===== src/rtl/ps2_keyb_pkg.sv =====
// Shared definitions for the PS/2 keyboard front end.
//   - rx_state_t : receiver FSM encoding
//   - pos_t      : one key matrix position {row, col}
//   - key_map_t  : lookup result, up to two positions plus a count
//   - key_lookup : (ext, set-2 code) -> matrix positions
package ps2_keyb_pkg;

  localparam int NUM_ROWS = 8;
  localparam int NUM_COLS = 5;

  localparam logic [7:0] CODE_BRK = 8'hF0;
  localparam logic [7:0] CODE_EXT = 8'hE0;
  localparam logic [7:0] CODE_PAU = 8'hE1;
  localparam logic [7:0] CODE_BAT = 8'hAA;

  typedef enum logic [1:0] {
    RX_IDLE   = 2'd0,
    RX_DATA   = 2'd1,
    RX_PARITY = 2'd2,
    RX_STOP   = 2'd3
  } rx_state_t;

  typedef struct packed {
    logic [2:0] row;
    logic [2:0] col;
  } pos_t;

  typedef struct packed {
    logic [1:0] cnt;
    pos_t       p0;
    pos_t       p1;
  } key_map_t;

  function automatic key_map_t one(input int r, input int c);
    key_map_t m;
    m.cnt = 2'd1;
    m.p0  = '{row: 3'(r), col: 3'(c)};
    m.p1  = '0;
    return m;
  endfunction

  // Second position always pairs with Caps Shift (row 0, col 0).
  function automatic key_map_t with_cs(input int r, input int c);
    key_map_t m;
    m.cnt = 2'd2;
    m.p0  = '0;
    m.p1  = '{row: 3'(r), col: 3'(c)};
    return m;
  endfunction

  function automatic key_map_t key_lookup(input logic ext, input logic [7:0] code);
    key_map_t m;
    m = '0;
    if (ext) begin
      case (code)
        8'h6B: m = with_cs(3, 4);  // left  -> CS+5
        8'h72: m = with_cs(4, 4);  // down  -> CS+6
        8'h75: m = with_cs(4, 3);  // up    -> CS+7
        8'h74: m = with_cs(4, 2);  // right -> CS+8
        default: m = '0;
      endcase
    end else begin
      case (code)
        8'h12, 8'h59: m = one(0, 0);  // shifts -> CS
        8'h1A: m = one(0, 1);  8'h22: m = one(0, 2);
        8'h21: m = one(0, 3);  8'h2A: m = one(0, 4);
        8'h1C: m = one(1, 0);  8'h1B: m = one(1, 1);
        8'h23: m = one(1, 2);  8'h2B: m = one(1, 3);
        8'h34: m = one(1, 4);
        8'h15: m = one(2, 0);  8'h1D: m = one(2, 1);
        8'h24: m = one(2, 2);  8'h2D: m = one(2, 3);
        8'h2C: m = one(2, 4);
        8'h16: m = one(3, 0);  8'h1E: m = one(3, 1);
        8'h26: m = one(3, 2);  8'h25: m = one(3, 3);
        8'h2E: m = one(3, 4);
        8'h45: m = one(4, 0);  8'h46: m = one(4, 1);
        8'h3E: m = one(4, 2);  8'h3D: m = one(4, 3);
        8'h36: m = one(4, 4);
        8'h4D: m = one(5, 0);  8'h44: m = one(5, 1);
        8'h43: m = one(5, 2);  8'h3C: m = one(5, 3);
        8'h35: m = one(5, 4);
        8'h5A: m = one(6, 0);  8'h4B: m = one(6, 1);
        8'h42: m = one(6, 2);  8'h3B: m = one(6, 3);
        8'h33: m = one(6, 4);
        8'h29: m = one(7, 0);  8'h14: m = one(7, 1);  // space, ctrl -> SS
        8'h3A: m = one(7, 2);  8'h31: m = one(7, 3);
        8'h32: m = one(7, 4);
        8'h66: m = with_cs(4, 0);  // backspace -> CS+0
        default: m = '0;
      endcase
    end
    return m;
  endfunction

endpackage


===== src/rtl/ps2_rx.sv =====
// PS/2 frame receiver: synchronisers, ps2clk glitch filter, frame FSM and
// partial-frame timeout.
//   clk, rst_n        : system clock, async active-low reset
//   ps2clk, ps2data   : raw asynchronous PS/2 lines
//   scancode          : last good byte
//   scancode_valid    : 1-cycle pulse when scancode loads
//   rx_err            : 1-cycle pulse on parity or stop-bit error
module ps2_rx
  import ps2_keyb_pkg::*;
#(
  parameter int FILTER_LEN = 8,
  parameter int TIMEOUT    = 28000
) (
  input  logic       clk,
  input  logic       rst_n,
  input  logic       ps2clk,
  input  logic       ps2data,
  output logic [7:0] scancode,
  output logic       scancode_valid,
  output logic       rx_err
);

  localparam int FLT_W = $clog2(FILTER_LEN + 1);
  localparam int TO_W  = $clog2(TIMEOUT + 1);

  logic [1:0]       clk_s;
  logic [1:0]       dat_s;
  logic [FLT_W-1:0] flt_cnt;
  logic             flt_lvl;
  logic             flt_flip;
  logic             fall;

  rx_state_t        state;
  logic [2:0]       bit_cnt;
  logic [7:0]       shreg;
  logic             par_ok;
  logic [TO_W-1:0]  to_cnt;

  // Filtered level flips only after FILTER_LEN consecutive differing samples.
  assign flt_flip = (clk_s[1] != flt_lvl) && (flt_cnt == FLT_W'(FILTER_LEN - 1));
  assign fall     = flt_flip && flt_lvl;

  always_ff @(posedge clk or negedge rst_n) begin
    if (!rst_n) begin
      clk_s   <= 2'b11;
      dat_s   <= 2'b11;
      flt_cnt <= '0;
      flt_lvl <= 1'b1;
    end else begin
      clk_s <= {clk_s[0], ps2clk};
      dat_s <= {dat_s[0], ps2data};
      if (clk_s[1] == flt_lvl) begin
        flt_cnt <= '0;
      end else if (flt_flip) begin
        flt_cnt <= '0;
        flt_lvl <= clk_s[1];
      end else begin
        flt_cnt <= flt_cnt + 1'b1;
      end
    end
  end

  always_ff @(posedge clk or negedge rst_n) begin
    if (!rst_n) begin
      state          <= RX_IDLE;
      bit_cnt        <= '0;
      shreg          <= '0;
      par_ok         <= 1'b0;
      to_cnt         <= '0;
      scancode       <= '0;
      scancode_valid <= 1'b0;
      rx_err         <= 1'b0;
    end else begin
      scancode_valid <= 1'b0;
      rx_err         <= 1'b0;
      if (fall) begin
        // An edge always restarts the timeout, so it wins a same-cycle expiry.
        to_cnt <= '0;
        case (state)
          RX_IDLE: begin
            if (!dat_s[1]) begin
              state   <= RX_DATA;
              bit_cnt <= '0;
            end
          end
          RX_DATA: begin
            shreg   <= {dat_s[1], shreg[7:1]};
            bit_cnt <= bit_cnt + 1'b1;
            if (bit_cnt == 3'd7) state <= RX_PARITY;
          end
          RX_PARITY: begin
            // Odd parity: data plus parity bit hold an odd number of ones.
            par_ok <= (^shreg) ^ dat_s[1];
            state  <= RX_STOP;
          end
          RX_STOP: begin
            if (dat_s[1] && par_ok) begin
              scancode       <= shreg;
              scancode_valid <= 1'b1;
            end else begin
              rx_err <= 1'b1;
            end
            state <= RX_IDLE;
          end
          default: state <= RX_IDLE;
        endcase
      end else if (state != RX_IDLE) begin
        if (to_cnt == TO_W'(TIMEOUT - 1)) begin
          state  <= RX_IDLE;
          to_cnt <= '0;
        end else begin
          to_cnt <= to_cnt + 1'b1;
        end
      end else begin
        to_cnt <= '0;
      end
    end
  end

endmodule


===== src/rtl/ps2_keyb_matrix.sv =====
// PS/2 keyboard to ZX Spectrum 8x5 key matrix.
//   clk, rst_n      : system clock, async active-low reset
//   ps2clk, ps2data : raw PS/2 lines
//   rows            : active-low row selects (CPU A15..A8)
//   cols            : active-low column readback, combinational from rows
//   scancode, scancode_valid, rx_err : receiver status
module ps2_keyb_matrix
  import ps2_keyb_pkg::*;
#(
  parameter int FILTER_LEN = 8,
  parameter int TIMEOUT    = 28000
) (
  input  logic       clk,
  input  logic       rst_n,
  input  logic       ps2clk,
  input  logic       ps2data,
  input  logic [7:0] rows,
  output logic [4:0] cols,
  output logic [7:0] scancode,
  output logic       scancode_valid,
  output logic       rx_err
);

  logic [NUM_ROWS-1:0][NUM_COLS-1:0] matrix;  // 0 = pressed
  logic       ext;
  logic       brk;
  logic [2:0] skip;
  key_map_t   hit;

  ps2_rx #(
    .FILTER_LEN(FILTER_LEN),
    .TIMEOUT   (TIMEOUT)
  ) u_rx (
    .clk           (clk),
    .rst_n         (rst_n),
    .ps2clk        (ps2clk),
    .ps2data       (ps2data),
    .scancode      (scancode),
    .scancode_valid(scancode_valid),
    .rx_err        (rx_err)
  );

  assign hit = key_lookup(ext, scancode);

  always_ff @(posedge clk or negedge rst_n) begin
    if (!rst_n) begin
      matrix <= '1;
      ext    <= 1'b0;
      brk    <= 1'b0;
      skip   <= '0;
    end else if (scancode_valid) begin
      if (skip != 3'd0) begin
        skip <= skip - 1'b1;  // swallowing the Pause sequence
      end else if (scancode == CODE_BRK) begin
        brk <= 1'b1;
      end else if (scancode == CODE_EXT) begin
        ext <= 1'b1;
      end else if (scancode == CODE_PAU) begin
        skip <= 3'd7;
      end else if (scancode == CODE_BAT && !brk) begin
        matrix <= '1;
        ext    <= 1'b0;
      end else begin
        // Positions shared by two keys are not counted: last event wins.
        if (hit.cnt != 2'd0) matrix[hit.p0.row][hit.p0.col] <= brk;
        if (hit.cnt == 2'd2) matrix[hit.p1.row][hit.p1.col] <= brk;
        ext <= 1'b0;
        brk <= 1'b0;
      end
    end
  end

  always_comb begin
    cols = '1;
    for (int r = 0; r < NUM_ROWS; r++) begin
      if (!rows[r]) cols = cols & matrix[r];
    end
  end

endmodule


===== config.mk =====
export PLATFORM = sky130hd
export DESIGN_NAME = ps2_keyb_matrix
export DESIGN_NICKNAME = d
export VERILOG_FILES = /design/src/rtl/ps2_keyb_pkg.sv /design/src/rtl/ps2_rx.sv /design/src/rtl/ps2_keyb_matrix.sv
export SDC_FILE = /design/constraint.sdc
export NUM_CORES = 1
export LEC_CHECK = 0
export CAP_MARGIN = 20
export CORE_AREA = 2 2 108 110
export CTS_BUF_LIST = sky130_fd_sc_hd__clkbuf_2 sky130_fd_sc_hd__clkbuf_4 sky130_fd_sc_hd__clkbuf_8
export DETAILED_ROUTE_END_ITERATION = 16
export DIE_AREA = 0 0 110 112
export PLACE_DENSITY_LB_ADDON = 0.15
export REMOVE_ABC_BUFFERS = 1
export SYNTH_ARGS = -nofsm -noshare
export SYNTH_HDL_FRONTEND = slang
export SYNTH_SLANG_ARGS = --single-unit

===== constraint.sdc =====
create_clock -name clk -period 3.25 [get_ports clk]
set_clock_uncertainty 0.1 [all_clocks]
set_input_delay 0.8125 -clock clk [delete_from_list [all_inputs] [get_ports clk]]
set_output_delay 0.8125 -clock clk [all_outputs]
set_load 0.03 [all_outputs]

==> flow_summary_export.csv, run 1 <==
group,metric,value,unit
outcome,outcome,"finished, final reports clean",
power,cellPowerDensity,358,nW/µm²
clock_network,numCtsBuffers,9,
clock_network,cts_sinks,93,
clock_network,root_buffer,"clkbuf_8",
clock_network,cts_tree,"done",
floorplanning,die_area,12300,µm²
placed_design,gp_congestion,0.939,
yosys,synth_cell_types,82,
sta,max_freq,328,MHz
placed_design,io_buffers,26,
global_routing,grt_pass1_wl,23.6,mm
drt,drc,0,
global_routing,grt_max_degree,50,
sta,post-route-period-util,93.7,%
floorplanning,dieWidth,110,µm
worst_setup_path,r2r-end,"matrix[5]",
yosys,postSynthCellCount,601,
clock_network,cts-resized-gates,0,
floorplanning,die_y,112,µm
global_routing,grt_use_met2,38.5,%
drt,routedWlPerCell,18.1,µm
global_routing,antenna_found_initial,0,
worst_setup_path,path_cells,"clkdlybuf4s50_1 > o22ai_1 > nor4_1 > buf_4",
power,p_leak,0.00233,µW
clock_network,cts-hold-fix-buffers,0,
floorplanning,coreArea,11200,µm²
worst_setup_path,max_stage_delay,0.58,ns
global_routing,busiest_layer,"met2",
worst_setup_path,startpoint_type,"primary input",
sta,finalSetupViolations,0,
yosys,syn_area,5690,µm²
min_path,hold_path_startpoint,"u_rx.clk_s[0]",
clock_network,cts_buffer_depth,2,
global_routing,overflow,0,
global_routing,use_met1,34.1,%
drt,vias_per_cell,6.09,
worst_setup_path,r2r-start,"u_rx.scancode[0]",
floorplanning,start_util,50.9,%
final_layout,layout-drive-gt1-share,19.9,%
worst_setup_path,worst_path_max_delay_cell,"clkdlybuf4s50_1",
yosys,ys_warn_count,0,
worst_setup_path,end_kind,"output pin",
worst_setup_path,path_class,"in -> out",
drt,dr.first_iter.drc_count,320,
drt,drt_wl_total,14.1,mm
worst_setup_path,crit_fanout,5,
yosys,netlist.area_leader.share,21.1,%
global_routing,grt_pass1_vias,4664,
clock_network,clkLatencyLatePin,0.39,ns
yosys,synth_seq_area_share,41.9,%
yosys,synth_top_cells_by_area,"dfrtp_1, dfstp_2, nor2_1, mux2i_1, ha_1",
sta,hold_viol_final,0,
worst_setup_path,r2r_slack,0.22,ns
final_layout,final_area,6410,µm²
global_routing,grt_use_met3,5.04,%
yosys,ys_async_sr_fraction,100,%
yosys,synth_enable_flop_cells,0,
yosys,avgSynthCellArea,9.46,µm²
power,vdd_drop_max,271,µV
yosys,ys_seq_elements,93,
placed_design,postPlaceCellArea,6150,µm²
placed_design,dp.final_hpwl,10.2,mm
flow_run,drv_cap,0,
sta,max_slew_margin,38.2,%
sta,drv_slew,0,
global_routing,grt.total_usage,24.5,%
yosys,ys.flop_type,"dfrtp_1",
sta,worstMarginPinSlew,0.922,ns
drt,ant_nets,0,
final_layout,n_fill_cell,977,
worst_setup_path,required,2.34,ns
floorplanning,rows,39,
min_path,min_to,"u_rx.clk_s[1]",
clock_network,htree_levels,3,
worst_setup_path,critPathArrivalTime,2.13,ns
final_layout,area_growth,12.7,%
power,power.total,2290,µW
floorplanning,ios,27,
final_layout,diodes,0,
final_layout,nets,662,
clock_network,post_cts_buffers,0,
drt,dr.pass1.iters,5,
min_path,hold_path.class,"reg -> reg",
drt,vias,4762,
clock_network,path_clk_slew,0.09,ns
min_path,whs_path_depth,0,
final_layout,utilization,57.4,%
yosys,synth_top_cell_by_area,"dfrtp_1",
worst_setup_path,rr_worst_depth,9,
sta,period_needed,3.05,ns
==> metrics by stage <==
step	hold slack [ns]	cells	worst slack, ns	TNS [ns]
floorplan	0.245	571	-0.103	-0.228
global placement	0.246	766	0.267	0
detailed placement	0.252	766	0.208	0
CTS	0.266	782	0.205	0
global route	0.270	782	-0.000415	-0.000415
finish	0.263	782	0.203	0
==> cells in the mapped netlist, types with 13 or more instances <==
| library cell | count |
|---|---|
| nand3_1 | 13 |
| dfrtp_1 | 48 |
| nor2_1 | 89 |
| o21ai_0 | 21 |
| nor3_1 | 23 |
| dfstp_2 | 45 |
| inv_1 | 17 |
| mux2i_1 | 28 |
| nand2_1 | 45 |
| ha_1 | 16 |
| xnor2_1 | 13 |
| o22ai_1 | 20 |
==> cell usage in the layout (no fill, tap or decap), drive strengths merged, types with 5 or more instances in the layout <==
master	instances
nor2	89
dfrtp	48
nand2	48
dfstp	45
buf	32
mux2i	28
nor3	23
o21ai	23
o22ai	20
clkdlybuf4s50	20
inv	20
ha	16
nand3	15
nor4	14
xnor2	13
mux2	12
xor2	10
nand2b	10
o21a	10
nor2b	9
a21oi	9
clkbuf	9
nand4	7
a211oi	7
and3	7
o211ai	7
or3	6
o32ai	6
nand3b	5
a31oi	5
o211a	5
and2	5
==> critical path, delay by kind of cell <==
kind	cells	cell delay, ns
and+or+nand+nor	1	0.38
AOI/OAI and AO/OA	1	0.12
buffers and inverters	2	0.81
==> metal layers <==
metal,wire length (µm),part of all wire (%)
met5,0,0
met4,217,1.5
met3,637,4.5
met2,6820,48
met1,6460,46
==> logic make-up after synthesis <==
kind of cell,share of synthesized area [%]
DFF,41.9
adders and majority gates,3.52
muxes,7.31
AOI/OAI and AO/OA,17.3
xor gates and xnor gates,3.54
buffers and inverters,3.96
and+or+nand+nor,22.5
==> how the worst max path moves through the flow <==
stage | startpoint | end | slack (ns) | depth (start not counted)
after detailed placement | rows[1] | cols[4] | 0.21 | 4
after global routing | u_rx.scancode[2] | matrix[5] | -0.0004 | 8
after global placement | rows[7] | cols[3] | 0.27 | 4
after floorplan | u_rx.scancode[3] | matrix[14] | -0.10 | 5
final | rows[1] | cols[4] | 0.20 | 4
after CTS | rows[1] | cols[4] | 0.20 | 4
==> final cells by class <==
type	instances	area [µm²]	area share, %
multi-input combinational	461	3090	48.2
sequential	93	2380	37.2
timing repair buffer	52	440	6.87
tap	143	179	2.79
clock inverter	7	126	1.97
clock buffer	9	124	1.93
inverter	17	63.8	0.996
==> where the power goes <==
part / switching [µW] / internal [µW] / total, µW
registers: 18.0 / 1190 / 1210
clock network: 463 / 522 / 985
logic: 57.4 / 46.1 / 103
==> flip-flops by register name, indices dropped and copies added (netlist names), 2 cells and up <==
register / flops
skip: 3
u_rx.bit_cnt: 3
u_rx.dat_s: 2
matrix: 40
u_rx.to_cnt: 15
u_rx.shreg: 8
u_rx.clk_s: 2
u_rx.flt_cnt: 4
u_rx.state: 2
u_rx.scancode: 8
No activity file was read; power rests on OpenSTA's default activity.
==> run 2, diff against run 1 <==
Settings changed: SLEW_MARGIN set to 40.
==> flow_summary_export.csv, run 2 (synthesized netlist as in run 1, its figures left out) <==
group,metric,value,unit
floorplanning,start_util,50.9,%
sta,max_slew_margin,57.2,%
worst_setup_path,crit_fanout,8,
flow_run,drv_cap,0,
final_layout,multiInputGateArea,3100,µm²
worst_setup_path,r2r_slack,0.20,ns
placed_design,dp.final_hpwl,10.2,mm
min_path,hold_path_startpoint,"u_rx.clk_s[0]",
power,power.total,2290,µW
clock_network,cts_buffer_depth,2,
sta,drv_slew,0,
clock_network,cts_sinks,93,
drt,dr.first_iter.drc_count,357,
sta,holdWs,0.263,ns
floorplanning,dieWidth,110,µm
final_layout,regArea,2380,µm²
drt,dr.pass1.iters,5,
sta,worstMarginPinSlew,0.642,ns
final_layout,nets,662,
worst_setup_path,critPathArrivalTime,3.26,ns
placed_design,gp_congestion,0.939,
worst_setup_path,rr_worst_depth,9,
final_layout,top_register,"matrix",
placed_design,io_buffers,26,
sta,max_freq,328,MHz
clock_network,cts-hold-fix-buffers,0,
worst_setup_path,startpoint_type,"register",
global_routing,grt_pass1_wl,23.6,mm
worst_setup_path,r2r-start,"u_rx.scancode[1]",
global_routing,grt_max_degree,50,
final_layout,final_common_cell,"nor2_1",
power,p_leak,0.00233,µW
sta,worst_slack,0.202,ns
worst_setup_path,path_cells,"inv_1 > ha_1 > and2b_1 > o311a_1 > or4b_1 > nand2_2 > nand3_1 > nor3_1 > mux2i_1",
final_layout,utilization,57.4,%
worst_setup_path,max_stage_delay,0.62,ns
global_routing,grt_pass1_vias,4664,
final_layout,largest_register_ffs,40,
min_path,hold_path.class,"reg -> reg",
sta,rsz0062_at_grt,"false",
worst_setup_path,r2r-end,"matrix[38]",
worst_setup_path,worstSetupEndpoint,"matrix[38]",
worst_setup_path,worst_path_max_delay_cell,"or4b_1",
clock_network,cts_tree,"done",
sta,finalSetupViolations,0,
worst_setup_path,end_kind,"register",
final_layout,layout-drive-gt1-share,19.9,%
floorplanning,coreArea,11200,µm²
floorplanning,ios,27,
global_routing,grt.total_usage,24.5,%
final_layout,diodes,0,
floorplanning,rows,39,
sta,period_needed,3.05,ns
final_layout,n_fill_cell,978,
sta,post-route-period-util,93.8,%
drt,ant_nets,0,
global_routing,overflow,0,
clock_network,clkLatencyLatePin,0.39,ns
sta,tns,0,ns
drt,vias,4751,
power,cellPowerDensity,358,nW/µm²
placed_design,preCtsSetupSlack,0.208,ns
floorplanning,die_y,112,µm
final_layout,reg_top3,"matrix (40), u_rx.to_cnt (15)",
floorplanning,die_area,12300,µm²
drt,drt_wl_total,14.1,mm
outcome,outcome,"finished, final reports clean",
worst_setup_path,path_class,"reg -> reg",
worst_setup_path,startpoint,"u_rx.scancode[1]",
clock_network,path_clk_slew,0.11,ns
final_layout,most-common-layout-cells,"nor2_1, dfrtp_1, nand2_1, dfstp_2, buf_4",
clock_network,htree_levels,3,
power,vdd_drop_max,271,µV
drt,vias_per_cell,6.08,
worst_setup_path,required,3.46,ns
final_layout,area_growth,12.8,%
clock_network,post_cts_buffers,0,
sta,hold_viol_final,0,
clock_network,root_buffer,"clkbuf_8",
global_routing,antenna_found_initial,0,
clock_network,numCtsBuffers,9,
drt,drc,0,
drt,routedWlPerCell,18.0,µm
## run 2: cell counts in the layout (fill, tap and decap cells not counted)
Identical to the previous run, type by type.
## run 2: timing repair
action	in CTS	in global routing
resized for setup	0	2
endpoints found under the hold margin	0	0
endpoints found under the setup margin	0	3
## run 2: report_power, final
group          total, µW  internal [µW]  switching (µW)
Sequential          1210           1190            17.9
Combinational        104           46.1            57.5
Clock                984            522             462
## run 2: worst max-delay path, delay by kind of cell, from the launching register on
kind,cells,cell delay [ns]
AND/OR/NAND/NOR,5,1.55
AO/OA/AOI/OAI,1,0.30
flip-flops,1,0.46
buffers and inverters,1,0.12
adder cells (fa/ha/maj),1,0.21
multiplexers,1,0.23
## run 2: through the flow
| stage | cells | instance area [µm²] |
|---|---|---|
| after detailed placement | 766 | 6150 |
| after floorplan | 571 | 5520 |
| after global placement | 766 | 6150 |
| after global routing | 782 | 6410 |
| after CTS | 782 | 6400 |
| final | 782 | 6410 |
## run 2: final cells by class
type | instances | area share [%]
Clock buffer | 9 | 1.93
Clock inverter | 7 | 1.97
Inverter | 17 | 0.995
Multi-Input combinational cell | 461 | 48.3
Sequential cell | 93 | 37.2
Tap cell | 143 | 2.79
Timing Repair Buffer | 52 | 6.87
## run 2: worst min path at each step
stage	to	slack, ns	cells past startpoint
floorplan	u_rx.clk_s[1]	0.25	0
global placement	u_rx.clk_s[1]	0.25	0
detailed placement	u_rx.clk_s[1]	0.25	0
CTS	u_rx.clk_s[1]	0.27	0
global route	u_rx.clk_s[1]	0.27	0
finish	u_rx.clk_s[1]	0.26	0
## run 2: per-layer routing
metal  track usage [%]  part of all wire [%]
met3              5.04                   4.7
met4              7.43                   1.7
met2              38.5                    48
met5                 0                     0
met1              34.1                    45
==> run 3, diff against run 2 <==
Settings changed: CELL_PAD_IN_SITES_DETAIL_PLACEMENT set to 0, CELL_PAD_IN_SITES_GLOBAL_PLACEMENT set to 1, CORE_AREA 2 2 108 110 to 2 2 111 113, DIE_AREA 0 0 110 112 to 0 0 113 115.
==> flow_summary_export.csv, run 3 (synthesized netlist as in run 1, its figures left out) <==
group,metric,value,unit
outcome,outcome,"finished, final reports clean",
floorplanning,rows,40,
floorplanning,ios,27,
drt,ant_nets,0,
final_layout,stdcell_count,784,
floorplanning,die_area,13000,µm²
drt,routedWlPerCell,18.1,µm
floorplanning,die_y,115,µm
sta,period_needed,3.11,ns
sta,drv_slew,0,
worst_setup_path,path_cells,"clkdlybuf4s50_1 > o22ai_1 > nor4_1 > buf_4",
clock_network,cts-resized-gates,0,
final_layout,largest_register_ffs,40,
power,power_frac_comb,4.7,%
final_layout,nets,660,
final_layout,layout-drive-gt1-share,19.3,%
global_routing,grt_pass1_wl,23.4,mm
worst_setup_path,crit_family,"buffers and inverters",
clock_network,cts_sinks,93,
final_layout,area_growth,12.6,%
worst_setup_path,worstPathBufferInverterCount,2,
sta,tns,0,ns
worst_setup_path,path_class,"in -> out",
clock_network,numCtsBuffers,9,
floorplanning,dieWidth,113,µm
global_routing,antenna_found_initial,0,
worst_setup_path,end_kind,"output pin",
sta,max_slew_margin,55.8,%
floorplanning,coreArea,11800,µm²
sta,hold_viol_final,0,
power,p_leak,0.00232,µW
power,vdd_drop_max,249,µV
clock_network,cts_tree,"done",
clock_network,post_cts_buffers,0,
placed_design,gp_congestion,0.972,
drt,vias,4693,
drt,vias_per_cell,5.99,
drt,dr.pass1.iters,5,
drt,drc,0,
placed_design,placedCellCount,768,
final_layout,reg_top3,"matrix (40), u_rx.to_cnt (15)",
worst_setup_path,worst_path_max_delay_cell,"clkdlybuf4s50_1",
worst_setup_path,max_stage_delay,0.61,ns
sta,max_freq,321,MHz
clock_network,root_buffer,"clkbuf_8",
placed_design,dp.final_hpwl,10.2,mm
worst_setup_path,startpoint_type,"primary input",
sta,rsz0062_at_grt,"false",
final_layout,final_common_cell,"nor2_1",
power,switching_power,521,µW
power,switching_share,23.0,%
floorplanning,start_util,48.1,%
global_routing,overflow,0,
final_layout,utilization,54.2,%
sta,worstMarginPinSlew,0.662,ns
power,clkPwrFrac,42.2,%
clock_network,clkLatencyLatePin,0.38,ns
final_layout,diodes,0,
drt,dr.first_iter.drc_count,358,
power,power_frac_seq,53.1,%
flow_run,drv_cap,0,
global_routing,grt_pass1_vias,4540,
final_layout,most-common-layout-cells,"nor2_1, dfrtp_1, nand2_1, dfstp_2",
final_layout,top_register,"matrix",
clock_network,path_clk_slew,0.09,ns
power,p_int,1750,µW
global_routing,grt_max_degree,70,
global_routing,grt.total_usage,22.8,%
worst_setup_path,critPathArrivalTime,2.20,ns
sta,post-route-period-util,95.8,%
worst_setup_path,crit_fanout,5,
clock_network,cts_buffer_depth,2,
worst_setup_path,required,2.34,ns
clock_network,cts-hold-fix-buffers,0,
power,cellPowerDensity,355,nW/µm²
min_path,hold_path.class,"reg -> reg",
drt,drt_wl_total,14.2,mm
sta,finalSetupViolations,0,
placed_design,io_buffers,26,
power,power.total,2270,µW
clock_network,htree_levels,3,
## run 3: worst paths after layout
kind                                   from          endpoint  slack [ns]  cells after the start
setup / recovery                    rows[4]           cols[1]        0.14                      4
hold / removal                u_rx.dat_s[0]     u_rx.dat_s[1]        0.26                      0
setup reg to reg           u_rx.scancode[3]        matrix[31]        0.24                      8
hold reg to reg               u_rx.dat_s[0]     u_rx.dat_s[1]        0.26                      0
max in group asynchronous             rst_n         matrix[3]        1.99                      2
min in group asynchronous             rst_n  u_rx.scancode[0]        0.33                      1
## run 3: layout make-up
cell class / count / area (µm²)
Multi-Input combinational cell: 461 / 3090
Inverter: 17 / 63.8
Fill cell: 1052 / 5410
Clock buffer: 9 / 124
Timing Repair Buffer: 50 / 442
Clock inverter: 7 / 120
Tap cell: 147 / 184
Sequential cell: 93 / 2380
## run 3: worst reg2reg max path: cells and delay by family, from the launching register on
family / cells / cell delay [ns]
mux: 1 / 0.23
buf+inv: 1 / 0.28
simple gates: 4 / 1.11
flops: 1 / 0.57
compound gates: 2 / 0.66
## run 3: per-layer routing
layer | vias up | wire, µm | global-route usage [%]
met5 | - | 0 | 0
met4 | 0 | 322 | 9.27
met3 | 25 | 532 | 3.32
met2 | 100 | 6650 | 36.4
met1 | 2319 | 6680 | 31.3
li1 | 2249 | - | -
## run 3: power groups by stage
stage | Clock (µW) | Combinational, µW | Sequential, µW
3_5_place_dp | 0 | 108 | 1230
2_1_floorplan | 0 | 49.5 | 1220
5_1_grt | 1030 | 121 | 1210
4_1_cts | 981 | 109 | 1210
3_3_place_gp | 0 | 105 | 1220
6_report | 957 | 107 | 1210
## run 3: stage by stage
step / setup slack [ns] / area [µm²] / hold slack [ns]
after floorplan: -0.103 / 5520 / 0.245
after global placement: 0.147 / 6150 / 0.246
after detailed placement: 0.123 / 6150 / 0.250
after CTS: 0.118 / 6400 / 0.265
after global routing: 0.0423 / 6400 / 0.271
final: 0.135 / 6400 / 0.262
